<file path="src/rtl/turn_signal_sequencer_pkg.sv">
// Shared state encoding and helpers for the turn-indicator sequencer
// and the light/dashboard blocks that decode its state.
package turn_signal_sequencer_pkg;

    typedef logic [2:0] state_t;

    localparam state_t ST_IDLE   = 3'd0;
    localparam state_t ST_LEFT   = 3'd1;
    localparam state_t ST_RIGHT  = 3'd2;
    localparam state_t ST_HAZARD = 3'd3;
    localparam state_t ST_LANE_L = 3'd4;
    localparam state_t ST_LANE_R = 3'd5;

    function automatic logic is_active(input state_t s);
        return (s == ST_LEFT) || (s == ST_RIGHT) || (s == ST_HAZARD) ||
               (s == ST_LANE_L) || (s == ST_LANE_R);
    endfunction

    function automatic logic is_lane(input state_t s);
        return (s == ST_LANE_L) || (s == ST_LANE_R);
    endfunction

    function automatic logic is_level(input state_t s);
        return (s == ST_LEFT) || (s == ST_RIGHT) || (s == ST_HAZARD);
    endfunction

endpackage

</file>
<file path="src/rtl/turn_signal_sequencer_if.sv">
// Switch/tap inputs and lamp/click outputs of the turn-indicator sequencer.
interface turn_signal_sequencer_if;
    logic sw_left;
    logic sw_right;
    logic sw_hazard;
    logic tap_left;
    logic tap_right;
    logic turn_left;
    logic turn_right;
    logic hazard_on;
    logic click;

    modport master (
        output sw_left, sw_right, sw_hazard, tap_left, tap_right,
        input  turn_left, turn_right, hazard_on, click
    );

    modport slave (
        input  sw_left, sw_right, sw_hazard, tap_left, tap_right,
        output turn_left, turn_right, hazard_on, click
    );
endinterface

</file>
<file path="src/rtl/turn_signal_sequencer_blink_timer.sv">
// Half-period timer: holds cnt and lamp phase, strobes on every phase toggle
// and produces the registered click one cycle after the toggle.
module turn_signal_sequencer_blink_timer #(
    parameter int HALF_PERIOD = 25_000_000,
    parameter int CNT_W       = 25
) (
    input  logic clk,
    input  logic rst,
    input  logic i_active,
    input  logic i_start,
    input  logic i_stop,
    output logic o_phase,
    output logic o_toggle,
    output logic o_click
);

    localparam logic [CNT_W-1:0] CNT_LAST = CNT_W'(HALF_PERIOD - 1);

    logic [CNT_W-1:0] r_cnt;
    logic             r_phase;
    logic             r_click;
    logic             w_toggle;

    // The toggle is judged on the current state, so a lane that ends on this
    // edge still produces its final click.
    assign w_toggle = i_active && (r_cnt == CNT_LAST);

    always_ff @(posedge clk or posedge rst) begin
        if (rst) begin
            r_cnt   <= '0;
            r_phase <= 1'b0;
            r_click <= 1'b0;
        end else begin
            r_click <= w_toggle;
            if (i_stop) begin
                r_cnt   <= '0;
                r_phase <= 1'b0;
            end else if (i_start) begin
                r_cnt   <= '0;
                r_phase <= 1'b1;
            end else if (w_toggle) begin
                r_cnt   <= '0;
                r_phase <= ~r_phase;
            end else if (i_active) begin
                r_cnt   <= r_cnt + 1'b1;
            end
        end
    end

    assign o_phase  = r_phase;
    assign o_toggle = w_toggle;
    assign o_click  = r_click;

endmodule

</file>
<file path="src/rtl/turn_signal_sequencer.sv">
// Turn-indicator sequencer: switch/hazard/lane-tap arbitration, lane blink
// counting and lamp decode around a shared half-period blink timer.
//
// state  | meaning
// IDLE   | lamps dark, timer cleared
// LEFT   | left switch held, left lamp blinks
// RIGHT  | right switch held, right lamp blinks
// HAZARD | hazard switch held, both lamps blink in phase
// LANE_L | lane-change tap left, LANE_BLINKS blinks then IDLE
// LANE_R | lane-change tap right, LANE_BLINKS blinks then IDLE
module turn_signal_sequencer
    import turn_signal_sequencer_pkg::*;
#(
    parameter int HALF_PERIOD = 25_000_000,
    parameter int LANE_BLINKS = 3,
    parameter int CNT_W       = 25
) (
    input  logic                     clk,
    input  logic                     rst,
    turn_signal_sequencer_if.slave   bus
);

    localparam int BW = (LANE_BLINKS < 2) ? 1 : $clog2(LANE_BLINKS + 1);
    localparam logic [BW-1:0] BLINK_LAST = BW'(LANE_BLINKS);

    state_t          r_state;
    state_t          w_next_state;
    logic            w_tap_restart;
    logic            w_start;
    logic            w_phase;
    logic            w_toggle;
    logic            w_click;
    logic [BW-1:0]   r_blink_cnt;
    logic            w_turn_left;
    logic            w_turn_right;
    logic            w_hazard_on;

    always_ff @(posedge clk or posedge rst) begin
        if (rst) begin
            r_state <= ST_IDLE;
        end else begin
            r_state <= w_next_state;
        end
    end

    always_comb begin
        w_next_state  = r_state;
        w_tap_restart = 1'b0;
        if (bus.sw_hazard) begin
            w_next_state = ST_HAZARD;
        end else if (bus.sw_left && bus.sw_right) begin
            w_next_state = ST_IDLE;
        end else if (bus.sw_left) begin
            w_next_state = ST_LEFT;
        end else if (bus.sw_right) begin
            w_next_state = ST_RIGHT;
        end else if (is_level(r_state)) begin
            w_next_state = ST_IDLE;
        end else if (bus.tap_left ^ bus.tap_right) begin
            w_next_state  = bus.tap_left ? ST_LANE_L : ST_LANE_R;
            w_tap_restart = 1'b1;
        end else if (is_lane(r_state) && w_toggle && !w_phase &&
                     (r_blink_cnt == BLINK_LAST)) begin
            w_next_state = ST_IDLE;
        end
    end

    // Any change of state, or a repeated tap, restarts the blink with the lamp ON.
    assign w_start = is_active(w_next_state) &&
                     ((w_next_state != r_state) || w_tap_restart);

    turn_signal_sequencer_blink_timer #(
        .HALF_PERIOD (HALF_PERIOD),
        .CNT_W       (CNT_W)
    ) u_blink_timer (
        .clk      (clk),
        .rst      (rst),
        .i_active (is_active(r_state)),
        .i_start  (w_start),
        .i_stop   (!is_active(w_next_state)),
        .o_phase  (w_phase),
        .o_toggle (w_toggle),
        .o_click  (w_click)
    );

    always_ff @(posedge clk or posedge rst) begin
        if (rst) begin
            r_blink_cnt <= '0;
        end else if (!is_lane(w_next_state) || w_start) begin
            r_blink_cnt <= '0;
        end else if (w_toggle && w_phase && (r_blink_cnt != BLINK_LAST)) begin
            r_blink_cnt <= r_blink_cnt + 1'b1;
        end
    end

    always_comb begin
        w_turn_left  = w_phase && ((r_state == ST_LEFT) || (r_state == ST_LANE_L) ||
                                   (r_state == ST_HAZARD));
        w_turn_right = w_phase && ((r_state == ST_RIGHT) || (r_state == ST_LANE_R) ||
                                   (r_state == ST_HAZARD));
        w_hazard_on  = (r_state == ST_HAZARD);
    end

    assign bus.turn_left  = w_turn_left;
    assign bus.turn_right = w_turn_right;
    assign bus.hazard_on  = w_hazard_on;
    assign bus.click      = w_click;

endmodule

</file>
<file path="src/flat_wrapper.sv">
// flat-port wrapper written by rule: the top's interface ports become plain ports
module turn_signal_sequencer_flat import turn_signal_sequencer_pkg::*;
#(
    parameter int HALF_PERIOD = 25_000_000,
    parameter int LANE_BLINKS = 3,
    parameter int CNT_W       = 25
)
  (clk, rst, bus_sw_left, bus_sw_right, bus_sw_hazard, bus_tap_left, bus_tap_right, bus_turn_left, bus_turn_right, bus_hazard_on, bus_click);
  turn_signal_sequencer_if bus_i ();
  input  logic clk;
  input  logic rst;
  input wire logic [$bits(bus_i.sw_left)-1:0] bus_sw_left;
  input wire logic [$bits(bus_i.sw_right)-1:0] bus_sw_right;
  input wire logic [$bits(bus_i.sw_hazard)-1:0] bus_sw_hazard;
  input wire logic [$bits(bus_i.tap_left)-1:0] bus_tap_left;
  input wire logic [$bits(bus_i.tap_right)-1:0] bus_tap_right;
  output wire logic [$bits(bus_i.turn_left)-1:0] bus_turn_left;
  output wire logic [$bits(bus_i.turn_right)-1:0] bus_turn_right;
  output wire logic [$bits(bus_i.hazard_on)-1:0] bus_hazard_on;
  output wire logic [$bits(bus_i.click)-1:0] bus_click;
  assign bus_i.sw_left = bus_sw_left;
  assign bus_i.sw_right = bus_sw_right;
  assign bus_i.sw_hazard = bus_sw_hazard;
  assign bus_i.tap_left = bus_tap_left;
  assign bus_i.tap_right = bus_tap_right;
  assign bus_turn_left = bus_i.turn_left;
  assign bus_turn_right = bus_i.turn_right;
  assign bus_hazard_on = bus_i.hazard_on;
  assign bus_click = bus_i.click;
  turn_signal_sequencer #(.HALF_PERIOD(HALF_PERIOD), .LANE_BLINKS(LANE_BLINKS), .CNT_W(CNT_W)) u_core (.clk(clk), .rst(rst), .bus(bus_i));
endmodule
</file>
<file path="config.mk">
export PLATFORM = sky130hd
export DESIGN_NAME = turn_signal_sequencer_flat
export DESIGN_NICKNAME = d
export VERILOG_FILES = /design/src/rtl/turn_signal_sequencer_pkg.sv /design/src/rtl/turn_signal_sequencer_if.sv /design/src/rtl/turn_signal_sequencer_blink_timer.sv /design/src/rtl/turn_signal_sequencer.sv /design/src/flat_wrapper.sv
export SDC_FILE = /design/constraint.sdc
export NUM_CORES = 1
export LEC_CHECK = 0
export CAP_MARGIN = 0
export CORE_MARGIN = 4
export CORE_UTILIZATION = 44
export CTS_CLUSTER_DIAMETER = 40
export DETAILED_ROUTE_END_ITERATION = 16
export GPL_ROUTABILITY_DRIVEN = 0
export HOLD_SLACK_MARGIN = 0.15
export PLACE_DENSITY = 0.64
export SLEW_MARGIN = 10
export SYNTH_ARGS = -nofsm -noshare
export SYNTH_HDL_FRONTEND = slang
export SYNTH_SLANG_ARGS = --single-unit
</file>
<file path="constraint.sdc">
create_clock -name clk -period 2.5 [get_ports clk]
set_input_delay 0.75 -clock clk [delete_from_list [all_inputs] [get_ports clk]]
set_output_delay 0.75 -clock clk [all_outputs]
set_load 0.02 [all_outputs]
</file>
# ---- Word level (Yosys, flattened, before mapping)
# Index checks and enable logic that the tools add are counted.
dict set report word_totals {
  reg_bits 32
  input_bits 7
  elab_cells 77
}
dict set report op_classes {
  add_sub_neg 2
  eq_ne 16
  mux 23
  n_bitwise 2
  n_reduce_logical 29
}
# op count
set op_table {}
lappend op_table {{2-to-1 mux 25 bit} 4}
lappend op_table {{adder 25 x 1 -> 25 bit, second input constant} 1}
lappend op_table {{equality test 25 bit, second input constant} 1}
lappend op_table {{2-to-1 mux 3 bit} 7}
lappend op_table {{logical OR 1 bit} 16}
lappend op_table {{equality test 3 x 2 -> 1 bit, second input constant} 4}
lappend op_table {{equality test 3 bit, second input constant} 4}
lappend op_table {{logical AND 1 bit} 10}
lappend op_table {{2-to-1 mux 1 bit} 10}
lappend op_table {{equality test 3 x 1 -> 1 bit, second input constant} 2}
lappend op_table {{2-to-1 mux 2 bit} 2}
lappend op_table {{!= test 4 x 3 -> 1 bit, second input constant} 1}
lappend op_table {{!= test 3 x 2 -> 1 bit, second input constant} 1}
lappend op_table {{!= test 3 bit} 1}
lappend op_table {{adder 2 x 1 -> 2 bit, second input constant} 1}
lappend op_table {{equality test 2 bit, second input constant} 1}
lappend op_table {{zero test 1 bit} 2}
lappend op_table {{!= test 2 bit, second input constant} 1}
lappend op_table {{nonzero test 2 bit} 1}
lappend op_table {{NOT 1 bit} 1}
lappend op_table {{XOR 1 bit} 1}

# ---- Depth between registers and ports, before layout
# Gate-level depths: netlist of the first run.
dict set report depth {
  depth_word 24
  mapped_depth 9
  ltp_nobuf 8
}

# ---- Cells and area by module
# A second synthesis of the first run with hierarchy kept.
dict set report unflattened {
  cells_unflattened 214
  area_unflattened_um2 1978.1
}
# module n_inst cells_per_inst area_each_um2
set modules_own_cells {}
lappend modules_own_cells {turn_signal_sequencer_blink_timer 1 156 1475.2}
lappend modules_own_cells {turn_signal_sequencer 1 58 503.0}

# ---- Least setup slack after synthesis of the first run
# OpenSTA, ideal clock, no wires.
dict set report synth_path {
  path_kind {input port to flip-flop}
  from {input port bus_sw_left}
  to {register u_core.u_blink_timer.r_cnt[6]}
  setup_time_ps 72
  t_arrival_ps 2527
  t_required_ps 2428
  path_slack_ps -98
  path_stages 8
  cell_sequence {buf_2 > or4b_2 > nor2_1 > a211oi_1 > nor4b_1 > o211ai_2 > buf_6 > nor2_1}
}
dict set report synth_via {
  elab_chain_len 11
}
# element line
set synth_rtl {}
lappend synth_rtl {{from (decl)} flat_wrapper.sv:12} ;# input wire logic [$bits(bus_i.sw_left)-1:0] bus_sw_left;
lappend synth_rtl {{2-to-1 mux 3 bit or logical AND 1 bit (tied branches)} {turn_signal_sequencer.sv:53, turn_signal_sequencer.sv:51}}
lappend synth_rtl {{2-to-1 mux 3 bit} turn_signal_sequencer.sv:51} ;# end else if (bus.sw_left && bus.sw_right) begin
lappend synth_rtl {{2-to-1 mux 3 bit} turn_signal_sequencer.sv:49} ;# if (bus.sw_hazard) begin
lappend synth_rtl {{equality test 3 x 1 -> 1 bit or equality test 3 x 2 -> 1 bit (tied branches)} turn_signal_sequencer_pkg.sv:15} ;# return (s == ST_LEFT) || (s == ST_RIGHT) || (s == ST_HAZARD) ||
lappend synth_rtl {{logical OR 1 bit (3 in series)} turn_signal_sequencer_pkg.sv:15}
lappend synth_rtl {{logical OR 1 bit} turn_signal_sequencer_pkg.sv:16} ;# (s == ST_LANE_L) || (s == ST_LANE_R);
lappend synth_rtl {{logical AND 1 bit} turn_signal_sequencer.sv:69} ;# assign w_start = is_active(w_next_state) &&
lappend synth_rtl {{2-to-1 mux 25 bit} turn_signal_sequencer_blink_timer.sv:38} ;# end else if (i_start) begin
lappend synth_rtl {{2-to-1 mux 25 bit} turn_signal_sequencer_blink_timer.sv:35} ;# if (i_stop) begin
lappend synth_rtl {{to (signal assigned)} turn_signal_sequencer_blink_timer.sv:45} ;# r_cnt <= r_cnt + 1'b1;
lappend synth_rtl {{to (decl)} turn_signal_sequencer_blink_timer.sv:19} ;# logic [CNT_W-1:0] r_cnt;
# Several ways; a longest one is shown, not always the timed one.
# A chain may end at the register's enable or synchronous reset.

# ---- Worst setup path in the final report of the first run
dict set report layout_path {
  from {register u_core.r_state[1]}
  to {output port bus_turn_right}
}
dict set report layout_via {
  elab_chain_len 4
}
# element line
set layout_rtl {}
lappend layout_rtl {{from (decl)} turn_signal_sequencer.sv:26} ;# state_t r_state;
lappend layout_rtl {{from (signal assigned)} turn_signal_sequencer.sv:42} ;# r_state <= w_next_state;
lappend layout_rtl {{equality test 3 x 2 -> 1 bit or equality test 3 bit (tied branches)} turn_signal_sequencer.sv:99} ;# w_turn_right = w_phase && ((r_state == ST_RIGHT) || (r_state == ST_LANE_R) ||
lappend layout_rtl {{logical OR 1 bit} turn_signal_sequencer.sv:99}
lappend layout_rtl {{logical OR 1 bit (*)} turn_signal_sequencer.sv:99}
lappend layout_rtl {{logical AND 1 bit (*)} turn_signal_sequencer.sv:99}
lappend layout_rtl {{to (decl)} flat_wrapper.sv:18} ;# output wire logic [$bits(bus_i.turn_right)-1:0] bus_turn_right;
# Mark *: on every way between the ends. The rest lies on a longest branch, timed or not.

==> results of run 1 <==
==> state kept, by name, indices dropped and copies added, names as in the netlist <==
register	cells
u_core.r_state	3
u_core.u_blink_timer.o_phase	1
u_core.r_blink_cnt	2
u_core.u_blink_timer.o_click	1
u_core.u_blink_timer.r_cnt	25
==> worst max-delay path, stage by stage (launching register included) <==
cell and delay, ps:
dfrtp_1 430, buf_4 200, nor2b_1 220, o21a_1 150
dlygate4sd2_1 320
==> path summary, 6_finish.rpt <==
path	slack, ps	to	startpoint	cells past startpoint
max reg2reg	160	u_core.u_blink_timer.o_phase	u_core.u_blink_timer.r_cnt[16]	8
max	150	bus_turn_right	u_core.r_state[1]	4
min in group asynchronous	850	u_core.u_blink_timer.r_cnt[0]	rst	3
max in group asynchronous	1370	u_core.r_state[0]	rst	3
min reg2reg	520	u_core.u_blink_timer.r_cnt[0]	u_core.u_blink_timer.r_cnt[0]	1
min	520	u_core.u_blink_timer.r_cnt[0]	u_core.u_blink_timer.r_cnt[0]	1
==> cell usage in the layout (no fill, tap or decap), types with 3 or more instances in the layout <==
| cell type | Yosys | routed |
|---|---|---|
| a211oi_1 | 3 | 3 |
| a21oi_1 | 3 | 3 |
| and3_1 | 4 | 4 |
| buf_4 | 1 | 30 |
| clkbuf_8 | 0 | 6 |
| dfrtp_1 | 32 | 32 |
| dlygate4sd2_1 | 0 | 4 |
| dlymetal6s2s_1 | 0 | 3 |
| inv_1 | 6 | 6 |
| nand2_1 | 11 | 11 |
| nand2b_1 | 3 | 3 |
| nand3_1 | 9 | 8 |
| nand4_1 | 9 | 9 |
| nor2_1 | 29 | 29 |
| nor2b_1 | 6 | 6 |
| nor3_1 | 17 | 16 |
| nor4_1 | 4 | 3 |
| o21ai_0 | 5 | 4 |
| or3_1 | 3 | 3 |
| xnor2_1 | 6 | 5 |
| xor2_1 | 21 | 21 |
==> timing repair <==
action	in CTS	in global routing
endpoints found under the setup margin	30	29
setup buffers	0	1
resized for setup	9	10
pin swaps	1	2
==> kinds of logic (layout without fill, tap and decap cells) <==
| group | count (synthesis) | count (layout) |
|---|---|---|
| buffers and inverters | 13 | 57 |
| flip-flops | 32 | 32 |
| adder cells (fa/ha/maj) | 2 | 2 |
| multiplexers | 2 | 2 |
| AO/OA/AOI/OAI | 27 | 27 |
| AND/OR/NAND/NOR | 106 | 106 |
| XOR/XNOR | 27 | 27 |
==> per-stage QoR <==
| step | cells | hold slack [ps] |
|---|---|---|
| after floorplan | 209 | 470 |
| after global placement | 294 | 501 |
| after detailed placement | 294 | 516 |
| after CTS | 302 | 518 |
| after global routing | 303 | 541 |
| final | 303 | 518 |
==> routing by layer <==
layer / GRT usage (%) / wire length (um)
met1: 25.0 / 2230
met2: 24.2 / 1720
met3: 4.38 / 185
met4: 4.43 / 29
met5: 0 / 0
==> power by group through the flow <==
stage | Sequential, mW | Combinational (mW) | Clock [mW]
5_1_grt | 0.538 | 0.215 | 0.435
3_3_place_gp | 0.546 | 0.192 | 0
3_5_place_dp | 0.546 | 0.191 | 0
2_1_floorplan | 0.543 | 0.101 | 0
6_report | 0.536 | 0.195 | 0.404
4_1_cts | 0.536 | 0.190 | 0.411
==> area by class of cell <==
cell class / instances / share of cell area [%]
multi-input combinational: 164 / 45.1
sequential: 32 / 32.7
timing repair buffer: 42 / 15.0
clock buffer: 8 / 3.67
tap: 50 / 2.55
inverter: 7 / 1.07
==> reports/qor.log, run 1 <==
qor: final_layout.drive_above_1_share 20.9%
qor: sta.clock-skew-final 1.37 ps
qor: final_layout.final_instance_area 2450 sq um
qor: clock_network.clock_tree_from_tritoncts done
qor: drt.dr_pass1_iterations 4
qor: placed_design.post-dp-hpwl 3170 um
qor: worst_setup_path.crit_arrival 1600 ps
qor: final_layout.post_synthesis_to_final_layout_area_growth 28.4%
qor: floorplan.row_count 23
qor: worst_setup_path.timing.setup.critical_path_class reg -> out
qor: clock_network.tritoncts_num_sinks 32
qor: floorplan.ioPinCount 11
qor: final_layout.fillerInstances 363
qor: placed_design.place_area 2300 sq um
qor: power_and_ir_drop.p_seq_share 47.2%
qor: placed_design.placement.setup.worst_slack -412 ps
qor: yosys.syn_avg_cell_area 9.14 sq um
qor: yosys.netlist_top_cells_area dfrtp_1 (42%), xor2_1 (9.6%), nor2_1 (5.7%)
qor: final_layout.multi_input_area 1100 sq um
qor: global_routing.grt_pass1_wl 7160 um
qor: yosys.synth-compound-area-share 10.9%
qor: sta.tightestPinTransition 454 ps
qor: clock_network.htree_levels 2
qor: clock_network.cts-buffers-inserted 5
qor: yosys.yosys_warnings 0
qor: worst_setup_path.worstPathMaxFanout 9
qor: sta.slew_headroom 69.5%
qor: floorplan.core_footprint 4090 sq um
qor: yosys.synth_adder_area_share 1.31%
qor: yosys.synth_xor_area_share 12.4%
qor: clock_network.worst_skew_pair.late_latency 280 ps
qor: worst_setup_path.critical_path.endpoint_type output pin
qor: drt.wl_per_cell 13.7 um
qor: power_and_ir_drop.switching_share 25.7%
qor: yosys.async_flop_share 100%
qor: power_and_ir_drop.total_power 1.14 mW
qor: placed_design.io_buffer_count 10
qor: clock_network.cts.hold.buffers_added 0
qor: global_routing.grt.overflow.total 0
qor: power_and_ir_drop.combPwrFrac 17.2%
qor: worst_setup_path.timing.critical_path.from_type flop
qor: drt.antenna_left 0
qor: global_routing.globalRouteTotalUtil 16.9%
qor: power_and_ir_drop.vdd_ir_drop_max 338 uV
qor: floorplan.floorplan.initialDensity 46.8%
qor: yosys.synthesis.area 1910 sq um
qor: floorplan.chipWidth 73.9 um
qor: sta.setup-tns-final 0 ps
qor: yosys.synth-main-ff-cell dfrtp_1
qor: final_layout.post-route-util 60.0%
qor: yosys.post_synth_inst_count 209
qor: drt.route.detailed.vias_per_inst 5.29
qor: drt.vias 1604
qor: final_layout.antennaDiodeCount 0
qor: yosys.simple_logic_cell_fraction_of_the_synthesized_area 29.2%
qor: yosys.synth_top_area_share 41.9%
qor: yosys.synth.top_cells.by_count dfrtp_1 (32), nor2_1 (29), xor2_1 (21)
qor: sta.timing.final.crit_share 93.9%
qor: run_status.run_status completed
qor: final_layout.nNetsFinal 261
qor: yosys.synth.mux.area_fraction 1.05%
qor: worst_setup_path.worstPathRequired 1750 ps
qor: clock_network.cts_root_buffer clkbuf_8
qor: sta.slew_violations 0
qor: floorplan.design.die.area 5460 sq um
qor: yosys.postSynthNetCount 218
qor: clock_network.clk_pin_slew_worst_paths 60 ps
qor: final_layout.area_occupied_by_registers 801 sq um
qor: yosys.yosys.area.top_type dfrtp_1
qor: power_and_ir_drop.p_clk_share 35.6%
qor: global_routing.grt_max_degree 33
qor: yosys.synthMostInstantiatedCell dfrtp_1
qor: global_routing.antenna_found_initial 0
qor: global_routing.grt_pass1_vias 1564
qor: yosys.synth_top_family_by_area simple AND/OR/NAND/NOR gates
qor: sta.layout_min_cycle_time 2350 ps
qor: sta.setup_viol 0
qor: yosys.synth.ff_latch_count 32
qor: power_and_ir_drop.leakage 1.05 nW
qor: yosys.ys_types 45
qor: sta.fmaxAchievable 426 MHz
qor: sta.postLayoutSetupSlackWorst 152 ps
qor: floorplan.floorplan.die.height 73.9 um
qor: drt.route.detailed.drc 0
qor: power_and_ir_drop.power.density 463 nW/um^2
qor: power_and_ir_drop.netSwitchingPower 0.292 mW
qor: drt.finalWirelength 4160 um
qor: drt.drt_first_iter_violations 71
qor: sta.hold_viol 0
qor: flow_run.cap_violations 0
qor: clock_network.max-clock-path-buffers 2
qor: yosys.synth_seq_area_share 41.9%
qor: yosys.number_of_enable_type_register_cells_in_the_synthesized_netlist 0
qor: power_and_ir_drop.cellInternalPower 0.844 mW
qor: min_path.worst_hold_path_type reg -> reg
No activity file was read; power rests on OpenSTA's default activity.
==> run 2, diff against run 1 <==
- PLACE_DENSITY: 0.64 -> 0.7
- clock period: 2.5 -> 2.56 ns (I/O delays scaled with it)
==> run 2 against run 1 <==
Final cell count decreased by 0.33%. Cell area shrank 1.4%. Die area did not move. Routed wire length shrank 0.96%. Setup slack got worse by 58 ps. Sequential power shrank 2%. Combinational power is 8% lower. Clock skew increased by 5.5 ps.
==> reports/qor.log, run 2 (synthesis gave the netlist of run 1 again) <==
qor: run_status.run_status completed
qor: clock_network.htree_levels 2
qor: worst_setup_path.timing.critical_path.from_type input port
qor: sta.slew_violations 0
qor: floorplan.design.die.area 5460 sq um
qor: clock_network.max-clock-path-buffers 2
qor: placed_design.place_area 2270 sq um
qor: global_routing.antenna_found_initial 0
qor: worst_setup_path.worstPathRequired 2780 ps
qor: sta.rsz0062_at_grt yes
qor: sta.fmaxAchievable 406 MHz
qor: drt.wl_per_cell 13.6 um
qor: final_layout.final_instance_area 2420 sq um
qor: min_path.worst_hold_path_type reg -> reg
qor: placed_design.post-dp-hpwl 3070 um
qor: floorplan.floorplan.initialDensity 46.8%
qor: power_and_ir_drop.power.density 484 nW/um^2
qor: global_routing.grt_max_degree 33
qor: power_and_ir_drop.leakage 1.03 nW
qor: drt.drt_first_iter_violations 105
qor: final_layout.multi_input_area 1090 sq um
qor: global_routing.grt.overflow.total 0
qor: drt.antenna_left 0
qor: global_routing.grt_pass1_wl 6920 um
qor: final_layout.register_bank_with_the_most_flops u_core.u_blink_timer.r_cnt
qor: sta.hold_viol 0
qor: drt.vias 1635
qor: worst_setup_path.critical_path.endpoint_type flop
qor: drt.finalWirelength 4120 um
qor: drt.route.detailed.drc 0
qor: placed_design.post-place-cells 294
qor: global_routing.globalRouteTotalUtil 16.7%
qor: final_layout.antennaDiodeCount 0
qor: drt.route.detailed.vias_per_inst 5.41
qor: floorplan.ioPinCount 11
qor: min_path.worst_hold_path.num_cells 1
qor: floorplan.core_footprint 4090 sq um
qor: final_layout.layout_top_registers u_core.u_blink_timer.r_cnt x25, u_core.r_state x3, u_core.r_blink_cnt x2
qor: clock_network.cts_root_buffer clkbuf_8
qor: worst_setup_path.crit_arrival 2690 ps
qor: worst_setup_path.worstPathMaxFanout 10
qor: final_layout.final_common_cell dfrtp_1
qor: clock_network.cts-buffers-inserted 5
qor: final_layout.most-common-layout-cells dfrtp_1 (32), buf_4 (31), nor2_1 (29)
qor: final_layout.nNetsFinal 260
qor: floorplan.row_count 23
qor: clock_network.clock_tree_from_tritoncts done
qor: worst_setup_path.r2r.worst_path.cells 8
qor: global_routing.grt_pass1_vias 1527
qor: sta.slew_headroom 70.4%
qor: final_layout.finished_layout_cells 302
qor: final_layout.area_occupied_by_registers 801 sq um
qor: sta.layout_min_cycle_time 2470 ps
qor: final_layout.drive_above_1_share 20.2%
qor: final_layout.post-route-util 59.2%
qor: clock_network.worst_skew_pair.late_latency 280 ps
qor: worst_setup_path.timing.setup.critical_path_class in -> reg
qor: final_layout.post_synthesis_to_final_layout_area_growth 26.5%
qor: drt.dr_pass1_iterations 4
qor: floorplan.floorplan.die.height 73.9 um
qor: placed_design.io_buffer_count 10
qor: final_layout.largest_register_ffs 25
qor: sta.setup_viol 0
qor: clock_network.tritoncts_num_sinks 32
qor: flow_run.cap_violations 0
qor: power_and_ir_drop.vdd_ir_drop_max 307 uV
qor: power_and_ir_drop.total_power 1.17 mW
qor: sta.setup-tns-final 0 ps
qor: final_layout.fillerInstances 375
qor: sta.timing.final.crit_share 96.3%
qor: sta.tightestPinTransition 440 ps
qor: clock_network.clk_pin_slew_worst_paths 60 ps
qor: sta.clock-skew-final 6.88 ps
qor: floorplan.chipWidth 73.9 um
run 2: cell count changes in the layout (fill, tap and decap cells not counted), sizes merged:
cell,change
clkdlybuf4s50,+2
clkinv,+1
clkbuf,-2
clkdlybuf4s15,-1
bufinv,+1
dlymetal6s2s,-1
buf,-1
run 2: routing by layer:
layer	wire length [um]	GRT usage, %
met5	0	0
met4	47	5.63
met3	147	4.51
met2	1770	23.3
met1	2150	24.8
run 2: power breakdown:
| part | switching [mW] | leakage [nW] | internal [mW] |
|---|---|---|---|
| Clock | 0.181 | 0.0552 | 0.288 |
| Sequential | 0.00957 | 0.438 | 0.513 |
| Combinational | 0.0978 | 0.542 | 0.0810 |
run 2: worst paths after layout:
check | start | end | slack, ps
min | u_core.u_blink_timer.r_cnt[0] | u_core.u_blink_timer.r_cnt[0] | 520
max in group asynchronous | rst | u_core.u_blink_timer.r_cnt[18] | 1420
max reg2reg | u_core.r_blink_cnt[0] | u_core.u_blink_timer.o_phase | 150
max | bus_tap_right | u_core.u_blink_timer.o_phase | 90
min in group asynchronous | rst | u_core.r_state[0] | 860
min reg2reg | u_core.u_blink_timer.r_cnt[0] | u_core.u_blink_timer.r_cnt[0] | 520
run 2: layout make-up:
| cell class | count | area share, % |
|---|---|---|
| multi-input cells | 164 | 45.0 |
| flip-flops and latches | 32 | 33.1 |
| repair buffers | 41 | 13.8 |
| clock buffers | 6 | 3.00 |
| well taps | 50 | 2.59 |
| clock inverters | 2 | 1.45 |
| inverters | 7 | 1.09 |
run 2: worst max-delay path: stages:
cell and delay (ps):
clkdlybuf4s50_1 560, xor2_1 270, buf_4 170, nand2_1 50
and3_1 190, o31ai_1 280, buf_4 240, o21ba_1 140
run 2: stage by stage:
stage | setup WS, ps | hold slack, ps
finish | 94.0 | 519
global route | -15.2 | 553
CTS | 12.2 | 524
detailed placement | -434 | 515
global placement | -341 | 494
floorplan | 88.0 | 470
run 2: timing repair:
item	4_1_cts	5_1_grt
setup endpoints to repair	19	28
setup buffers	0	0
hold buffers	0	0
pin swaps	0	1
gates resized for setup	6	7
